--- src/rtl/calc_key_sequencer.sv ---
// Keypad sequencer for a combinational calculator: collects hex operands and an
// operation code, waits for the result to settle, then hands it to a consumer.
module calc_key_sequencer #(
  parameter int unsigned SETTLE_CYCLES = 2
) (
  input  logic        clk,
  input  logic        rst_n,
  input  logic        key_valid,
  output logic        key_ready,
  input  logic [1:0]  key_kind,
  input  logic [4:0]  key_val,
  output logic [15:0] inp1,
  output logic [15:0] inp2,
  output logic [4:0]  select,
  input  logic [15:0] a,
  input  logic [15:0] b,
  output logic        res_valid,
  input  logic        res_ready,
  output logic [15:0] res_a,
  output logic [15:0] res_b,
  output logic        err
);

  typedef enum logic [1:0] {ENTRY_A, ENTRY_B, EXEC, RESULT} state_t;

  localparam logic [1:0] KIND_DIGIT = 2'b00;
  localparam logic [1:0] KIND_OP    = 2'b01;
  localparam logic [1:0] KIND_EQ    = 2'b10;
  localparam logic [1:0] KIND_CLEAR = 2'b11;
  localparam logic [3:0] SETTLE_LAST = 4'(SETTLE_CYCLES - 1);

  state_t      state_r, state_s;
  logic [15:0] inp1_r, inp1_s;
  logic [15:0] inp2_r, inp2_s;
  logic [4:0]  select_r, select_s;
  logic [15:0] res_a_r, res_a_s;
  logic [15:0] res_b_r, res_b_s;
  logic        res_valid_r, res_valid_s;
  logic        fresh_r, fresh_s;
  logic        err_r, err_s;
  logic [3:0]  cnt_r, cnt_s;

  function automatic logic is_unary(input logic [4:0] code);
    return (code == 5'd7) || ((code >= 5'd12) && (code <= 5'd18));
  endfunction

  // Operator code 19 behaves exactly like the dedicated clear key.
  function automatic logic is_clear(input logic [1:0] kind, input logic [4:0] code);
    return (kind == KIND_CLEAR) || ((kind == KIND_OP) && (code == 5'd19));
  endfunction

  // Next-state and datapath update for key entry, settling and result handoff
  always_comb begin
    state_s     = state_r;
    inp1_s      = inp1_r;
    inp2_s      = inp2_r;
    select_s    = select_r;
    res_a_s     = res_a_r;
    res_b_s     = res_b_r;
    res_valid_s = res_valid_r;
    fresh_s     = fresh_r;
    cnt_s       = cnt_r;
    err_s       = 1'b0;
    case (state_r)
      ENTRY_A, ENTRY_B: begin
        if (!key_valid) begin
          state_s = state_r;
        end else if (is_clear(key_kind, key_val)) begin
          inp1_s   = 16'h0000;
          inp2_s   = 16'h0000;
          select_s = 5'd0;
          fresh_s  = 1'b0;
          state_s  = ENTRY_A;
        end else begin
          case (key_kind)
            KIND_DIGIT: begin
              if (state_r == ENTRY_B) begin
                inp2_s = {inp2_r[11:0], key_val[3:0]};
              end else if (fresh_r) begin
                // First digit after a chained result starts a new operand.
                inp1_s  = {12'h000, key_val[3:0]};
                fresh_s = 1'b0;
              end else begin
                inp1_s = {inp1_r[11:0], key_val[3:0]};
              end
            end
            KIND_OP: begin
              if (key_val >= 5'd20) begin
                err_s = 1'b1;
              end else begin
                select_s = key_val;
                if (is_unary(key_val)) begin
                  inp2_s  = 16'h0000;
                  cnt_s   = 4'd0;
                  state_s = EXEC;
                end else if (state_r == ENTRY_A) begin
                  inp2_s  = 16'h0000;
                  fresh_s = 1'b0;
                  state_s = ENTRY_B;
                end else begin
                  state_s = ENTRY_B;
                end
              end
            end
            KIND_EQ: begin
              if (state_r == ENTRY_B) begin
                cnt_s   = 4'd0;
                state_s = EXEC;
              end else begin
                state_s = state_r;
              end
            end
            default: state_s = ENTRY_A;
          endcase
        end
      end
      EXEC: begin
        if (cnt_r == SETTLE_LAST) begin
          res_a_s     = a;
          res_b_s     = b;
          res_valid_s = 1'b1;
          cnt_s       = 4'd0;
          state_s     = RESULT;
        end else begin
          cnt_s = cnt_r + 4'd1;
        end
      end
      RESULT: begin
        if (res_ready) begin
          res_valid_s = 1'b0;
          inp1_s      = res_a_r;
          inp2_s      = 16'h0000;
          fresh_s     = 1'b1;
          state_s     = ENTRY_A;
        end else begin
          state_s = RESULT;
        end
      end
      default: state_s = ENTRY_A;
    endcase
  end

  // State and datapath registers with asynchronous clear
  always_ff @(posedge clk or negedge rst_n) begin
    if (!rst_n) begin
      state_r     <= ENTRY_A;
      inp1_r      <= 16'h0000;
      inp2_r      <= 16'h0000;
      select_r    <= 5'd0;
      res_a_r     <= 16'h0000;
      res_b_r     <= 16'h0000;
      res_valid_r <= 1'b0;
      fresh_r     <= 1'b0;
      err_r       <= 1'b0;
      cnt_r       <= 4'd0;
    end else begin
      state_r     <= state_s;
      inp1_r      <= inp1_s;
      inp2_r      <= inp2_s;
      select_r    <= select_s;
      res_a_r     <= res_a_s;
      res_b_r     <= res_b_s;
      res_valid_r <= res_valid_s;
      fresh_r     <= fresh_s;
      err_r       <= err_s;
      cnt_r       <= cnt_s;
    end
  end

  assign key_ready = (state_r == ENTRY_A) || (state_r == ENTRY_B);
  assign inp1      = inp1_r;
  assign inp2      = inp2_r;
  assign select    = select_r;
  assign res_valid = res_valid_r;
  assign res_a     = res_a_r;
  assign res_b     = res_b_r;
  assign err       = err_r;

endmodule

--- config.mk ---
export PLATFORM = sky130hd
export DESIGN_NAME = calc_key_sequencer
export DESIGN_NICKNAME = d
export VERILOG_FILES = /design/src/rtl/calc_key_sequencer.sv
export SDC_FILE = /design/constraint.sdc
export NUM_CORES = 1
export LEC_CHECK = 0
export CAP_MARGIN = 20
export CORE_AREA = 2 2 132 95
export CTS_BUF_LIST = sky130_fd_sc_hd__clkbuf_8
export DETAILED_ROUTE_END_ITERATION = 10
export DIE_AREA = 0 0 134 97
export GPL_TIMING_DRIVEN = 1
export PLACE_DENSITY = 0.59
export SYNTH_ARGS = -nofsm -noshare
export SYNTH_HDL_FRONTEND = slang
export SYNTH_SLANG_ARGS = --single-unit
--- constraint.sdc ---
create_clock -name clk -period 2.6 [get_ports clk]
set_input_delay 0.39 -clock clk [delete_from_list [all_inputs] [get_ports clk]]
set_output_delay 0.39 -clock clk [all_outputs]
set_load 0.005 [all_outputs]
---- Word-level counts from Yosys, hierarchy flattened ----
Cells that the tools add are included.
storage, ports and cells
  register bits ........................... 78
  bits of input ports ..................... 43
  output and inout bits ................... 72
cells by class
  $add $sub $neg .......................... 1
  magnitude comparators ................... 3
  equality and inequality tests ........... 29
  muxes and demuxes ....................... 53
  reduce and logical (&&, ||, !) cells .... 20
operators with widths
  kind                                                               count
  2-to-1 mux 16 bit                                                  13
  one-hot mux 16 bit (2 select lines)                                3
  2-to-1 mux 4 bit                                                   6
  != test 4 bit, second input constant                               6
  one-hot mux 4 bit (2 select lines)                                 2
  2-to-1 mux 5 bit                                                   3
  != test 3 bit, second input constant                               5
  2-to-1 mux 1 bit                                                   14
  2-to-1 mux 2 bit                                                   7
  AND reduction 7 bit                                                2
  one-hot mux 2 bit (3 select lines)                                 2
  != test 2 bit, second input constant                               5
  AND reduction 5 bit                                                2
  equality test 2 bit, second input constant                         4
  AND reduction 8 bit                                                1
  nonzero test 2 bit                                                 4
  != test 3 x 2 -> 1 bit, second input constant                      2
  one-hot mux 1 bit (2 select lines)                                 3
  equality test 5 x 3 -> 1 bit, second input constant                1
  equality test 5 bit, second input constant                         1
  greater-or-equal comparator 5 x 4 -> 1 bit, second input constant  1
  greater-or-equal comparator 5 bit, second input constant           1
  less-or-equal comparator 5 bit, second input constant              1
  != test 5 bit, second input constant                               1
  other kinds (11)                                                   16

---- Logic depth before layout (Yosys ltp) ----
Gate-level depths: netlist of run 1.
  depth after elaboration ................. 9
  depth in mapped cells ................... 9

---- Worst setup path after synthesis of run 1 ----
No wires, ideal clock.
  path kind ............................... in2reg
  start point ............................. input key_kind[1]
  end point ............................... register inp2_r[11], in the netlist inp2[11]
  library setup time ...................... 0.066 ns
  arrival ................................. 2.030 ns
  required time ........................... 2.534 ns
  setup slack ............................. 0.505 ns
  stages on the path ...................... 8
  cells stage by stage .................... inv_1 > ha_1 > buf_6 > o211a_1 > a211oi_4 > o41ai_4 > a2111oi_4 > a22o_1
between the ends
  cells in the longest elaborated chain, start to end .. 6
ends and longest elaborated chain
  element                                                                      RTL line  text
  from (decl)                                                                  10        input logic [1:0] key_kind,
  branches (longest 6 deep; another with one-hot mux 16 bit (2 select lines))  -
  to (signal assigned)                                                         159       inp2_r <= inp2_s;
  to (decl)                                                                    34        logic [15:0] inp2_r, inp2_s;
Parallel ways; which one is timed is not known. The select of a mux whose other input is x is not followed.
A chain may end at the register's enable or synchronous reset.

---- Final worst setup path of run 1 ----
  start point ............................. input key_kind[0]
  end point ............................... register inp2_r[14], in the netlist inp2[14]
Same word-level chain as after synthesis.

==> run summary, run 1 <==
Clock Latency Late Sink = 350 ps
final hold vios = 0
Synth Register Bits = 78
grt total ovfl = 0
Hold-fix buffers, CTS = 0
antenna violations before repair = 0
delay-heaviest family, CP = compound AO/OA/AOI/OAI gates
most frequent cells in the layout = clkdlybuf4s50_1 (113), dfrtp_1 (78), mux2_2 (33), o21ai_0 (30), buf_4 (27)
RSZ-0062 raised after global routing = no
depth of the CTS H-tree = 3
number of DRC markers in iteration 0 = 125
Worst Path Required = 2890 ps
Synth Area in Adders = 0.02169
simple-gate share of the synthesized area = 0.08351
critical path class = in2reg
die area = 0.01300 mm2
largest family of logic cells by synthesized area = compound AO/OA/AOI/OAI gates
Synth warnings = 0
syn avg cell area = 11.93 um2
routability-driven placement congestion ratio = 0.8423
DR vias/cell = 4.778
Worst EP arrival = 2570 ps
compound-gate portion of the synthesized area = 0.1887
chip height = 97 um
n_diodes = 0
Tot GR Track Use = 0.1513
largest net degree at the start of global routing = 57
Final period util = 0.8748
final non-filler cell total = 590
Max-slew headroom = 0.5291
clk buf depth = 2
Netlist cell types = 46
CTS buffer count = 9
Critical Path Max Stage Delay = 500 ps
Port Buffer Count = 114
CTS Sinks = 78
R2R Setup Slk = 580 ps
global-route wire length before repair = 15410 um
Place WS = -39.46 ps
Hold Path Class = in2async
placed instance count = 574
mapped cell area = 0.003461 mm2
XOR/XNOR Fraction of Synth Area = 0
Slew Limit Fails = 0
# nets final = 477
Post-synth EDFFs = 0
TritonRoute pass-1 iters = 4
crit start category = input port
worst hold slack = 86.61 ps
per-cell routed wire length = 16.08 um
CTS tree = done
maximum vdd drop = 0.0004840 V
ys flop type = dfrtp_1
IO Count = 115
core area = 0.01160 mm2
run status = finished, final reports clean
worst path cell trace = clkdlybuf4s50_1 -> ha_1 -> nand4_1 -> a211oi_4 -> o41ai_4 -> a2111oi_4 -> buf_4 -> a22o_1
Antenna Nets Post-Route = 0
Post-CTS Resized = 0
CP bufs+invs = 2
hpwl dp = 7127 um
MaxCap Viol Count = 0
# fillers = 1098
Worst path slowest cell = clkdlybuf4s50_1
Crit. End Element = register
mux cell area share after synthesis = 0.1114
standby leakage power = 2.202 nW
min Tclk post-route = 2274 ps
setup violators final = 0
final setup margin = 325.6 ps
post-synthesis sequential area ratio = 0.5640
P&R area growth vs syn = 49.60%
commonest non-fill, non-tap cell in the layout = clkdlybuf4s50_1
Gate Count Post-Synth = 290
post-CTS setup buffer count = 0
vias in the first global route = 2871
PD cells = 851.9 mW/mm2
Crit Path Max Fanout = 9
layout cells sized above 1 = 0.2055
Layout Skew = 10.08 ps
Root Driver = clkbuf_8
FMAX = 439.7 MHz
Tightest Pin Transition = 706.4 ps
syn nets = 339
Die X = 134 um
Rows = 33
Starting Density = 0.2983
DR DRC count = 0
asr flop ratio synth = 1.000
Reg clk slew, reported paths = 90 ps
total number of vias = 2819
Core Util, Final = 0.4462
final WL = 9487 um
==> final cells by class <==
| class | count | area, um2 | area share |
|---|---|---|---|
| clock inverters | 7 | 103.9 | 0.02006 |
| flip-flops and latches | 78 | 1952 | 0.3770 |
| well taps | 157 | 196.4 | 0.03794 |
| inverters | 9 | 33.78 | 0.006525 |
| clock buffers | 9 | 123.9 | 0.02392 |
| repair buffers | 141 | 1354 | 0.2615 |
| multi-input cells | 189 | 1414 | 0.2731 |
==> stage by stage <==
| step | total power [mW] | instance area (um2) | setup TNS (ps) |
|---|---|---|---|
| 4_1_cts | 4.485 | 5177 | 0 |
| 6_report | 4.411 | 5177 | 0 |
| 5_1_grt | 4.688 | 5177 | 0 |
| 3_5_place_dp | 3.421 | 4950 | -204.9 |
| 2_1_floorplan | 2.378 | 3461 | 0 |
| 3_3_place_gp | 3.382 | 4950 | 0 |
==> flip-flops by register name, summed over array words and instances, names as in the netlist <==
name and cells:
fresh_r 1, res_valid 1, err 1, state_r 2, res_b 16, cnt_r 4, inp1 16, inp2 16
res_a 16, select 5
==> cells in the mapped netlist, types with 2 or more instances <==
| library cell | count | area [um2] |
|---|---|---|
| buf_6 | 2 | 22.52 |
| a22oi_1 | 13 | 97.59 |
| o21ai_0 | 31 | 155.2 |
| and3_1 | 2 | 12.51 |
| inv_1 | 9 | 33.78 |
| mux2_2 | 33 | 371.6 |
| nand3_1 | 3 | 15.01 |
| nor2_1 | 14 | 52.55 |
| o31ai_1 | 2 | 15.01 |
| a31oi_1 | 2 | 12.51 |
| nor3_1 | 5 | 25.02 |
| nand2b_1 | 3 | 18.77 |
| o41ai_1 | 2 | 17.52 |
| dfrtp_1 | 78 | 1952 |
| clkbuf_1 | 7 | 26.28 |
| buf_1 | 3 | 11.26 |
| nand2_1 | 27 | 101.4 |
| ha_1 | 6 | 75.07 |
| a21oi_1 | 5 | 25.02 |
| a22o_1 | 17 | 148.9 |
==> logic make-up after synthesis <==
| kind of cell | after synthesis |
|---|---|
| compound gates | 87 |
| flops | 78 |
| simple gates | 62 |
| mux | 34 |
| buf+inv | 23 |
| fa+ha+maj | 6 |
==> path summary, 6_finish.rpt <==
| kind | start | to | cells after the start |
|---|---|---|---|
| setup / recovery | key_kind[0] | inp2[14]$_DFFE_PN0P_ | 8 |
| hold / removal | rst_n | inp2[12]$_DFFE_PN0P_ | 1 |
| hold reg to reg | inp1[12]$_DFFE_PN0P_ | inp1[12]$_DFFE_PN0P_ | 2 |
| max in group asynchronous | rst_n | res_b[1]$_DFFE_PN0P_ | 2 |
| min in group clk | inp1[12]$_DFFE_PN0P_ | inp1[12]$_DFFE_PN0P_ | 2 |
| setup reg to reg | cnt_r[1]$_DFFE_PN0P_ | res_b[12]$_DFFE_PN0P_ | 6 |
==> power by group <==
group	total, mW	internal (mW)	switching [mW]
clock	1.03	0.554	0.480
combinational	1.49	1.00	0.494
sequential	1.88	1.60	0.285
total	4.41	3.15	1.26
==> routing by layer <==
layer  GRT usage  vias up  wire length (um)
met5           0        -                 0
met4     0.04992        0               138
met3     0.04560       12               605
met2      0.2371       84              4437
met1      0.1999     1384              4305
li1            -     1339                 -
(Power assumes the default switching activity.)
==> inputs of run 2 (changes only) <==
--- a/config.mk
+++ b/config.mk
@@ -12,6 +12,8 @@
 export DIE_AREA = 0 0 134 97
 export GPL_TIMING_DRIVEN = 1
 export PLACE_DENSITY = 0.59
+export SKIP_LAST_GASP = 1
+export SLEW_MARGIN = 10
 export SYNTH_ARGS = -nofsm -noshare
 export SYNTH_HDL_FRONTEND = slang
 export SYNTH_SLANG_ARGS = --single-unit
==> results of run 2 <==
The final DEF is identical to that of run 1; final timing and power are the same.
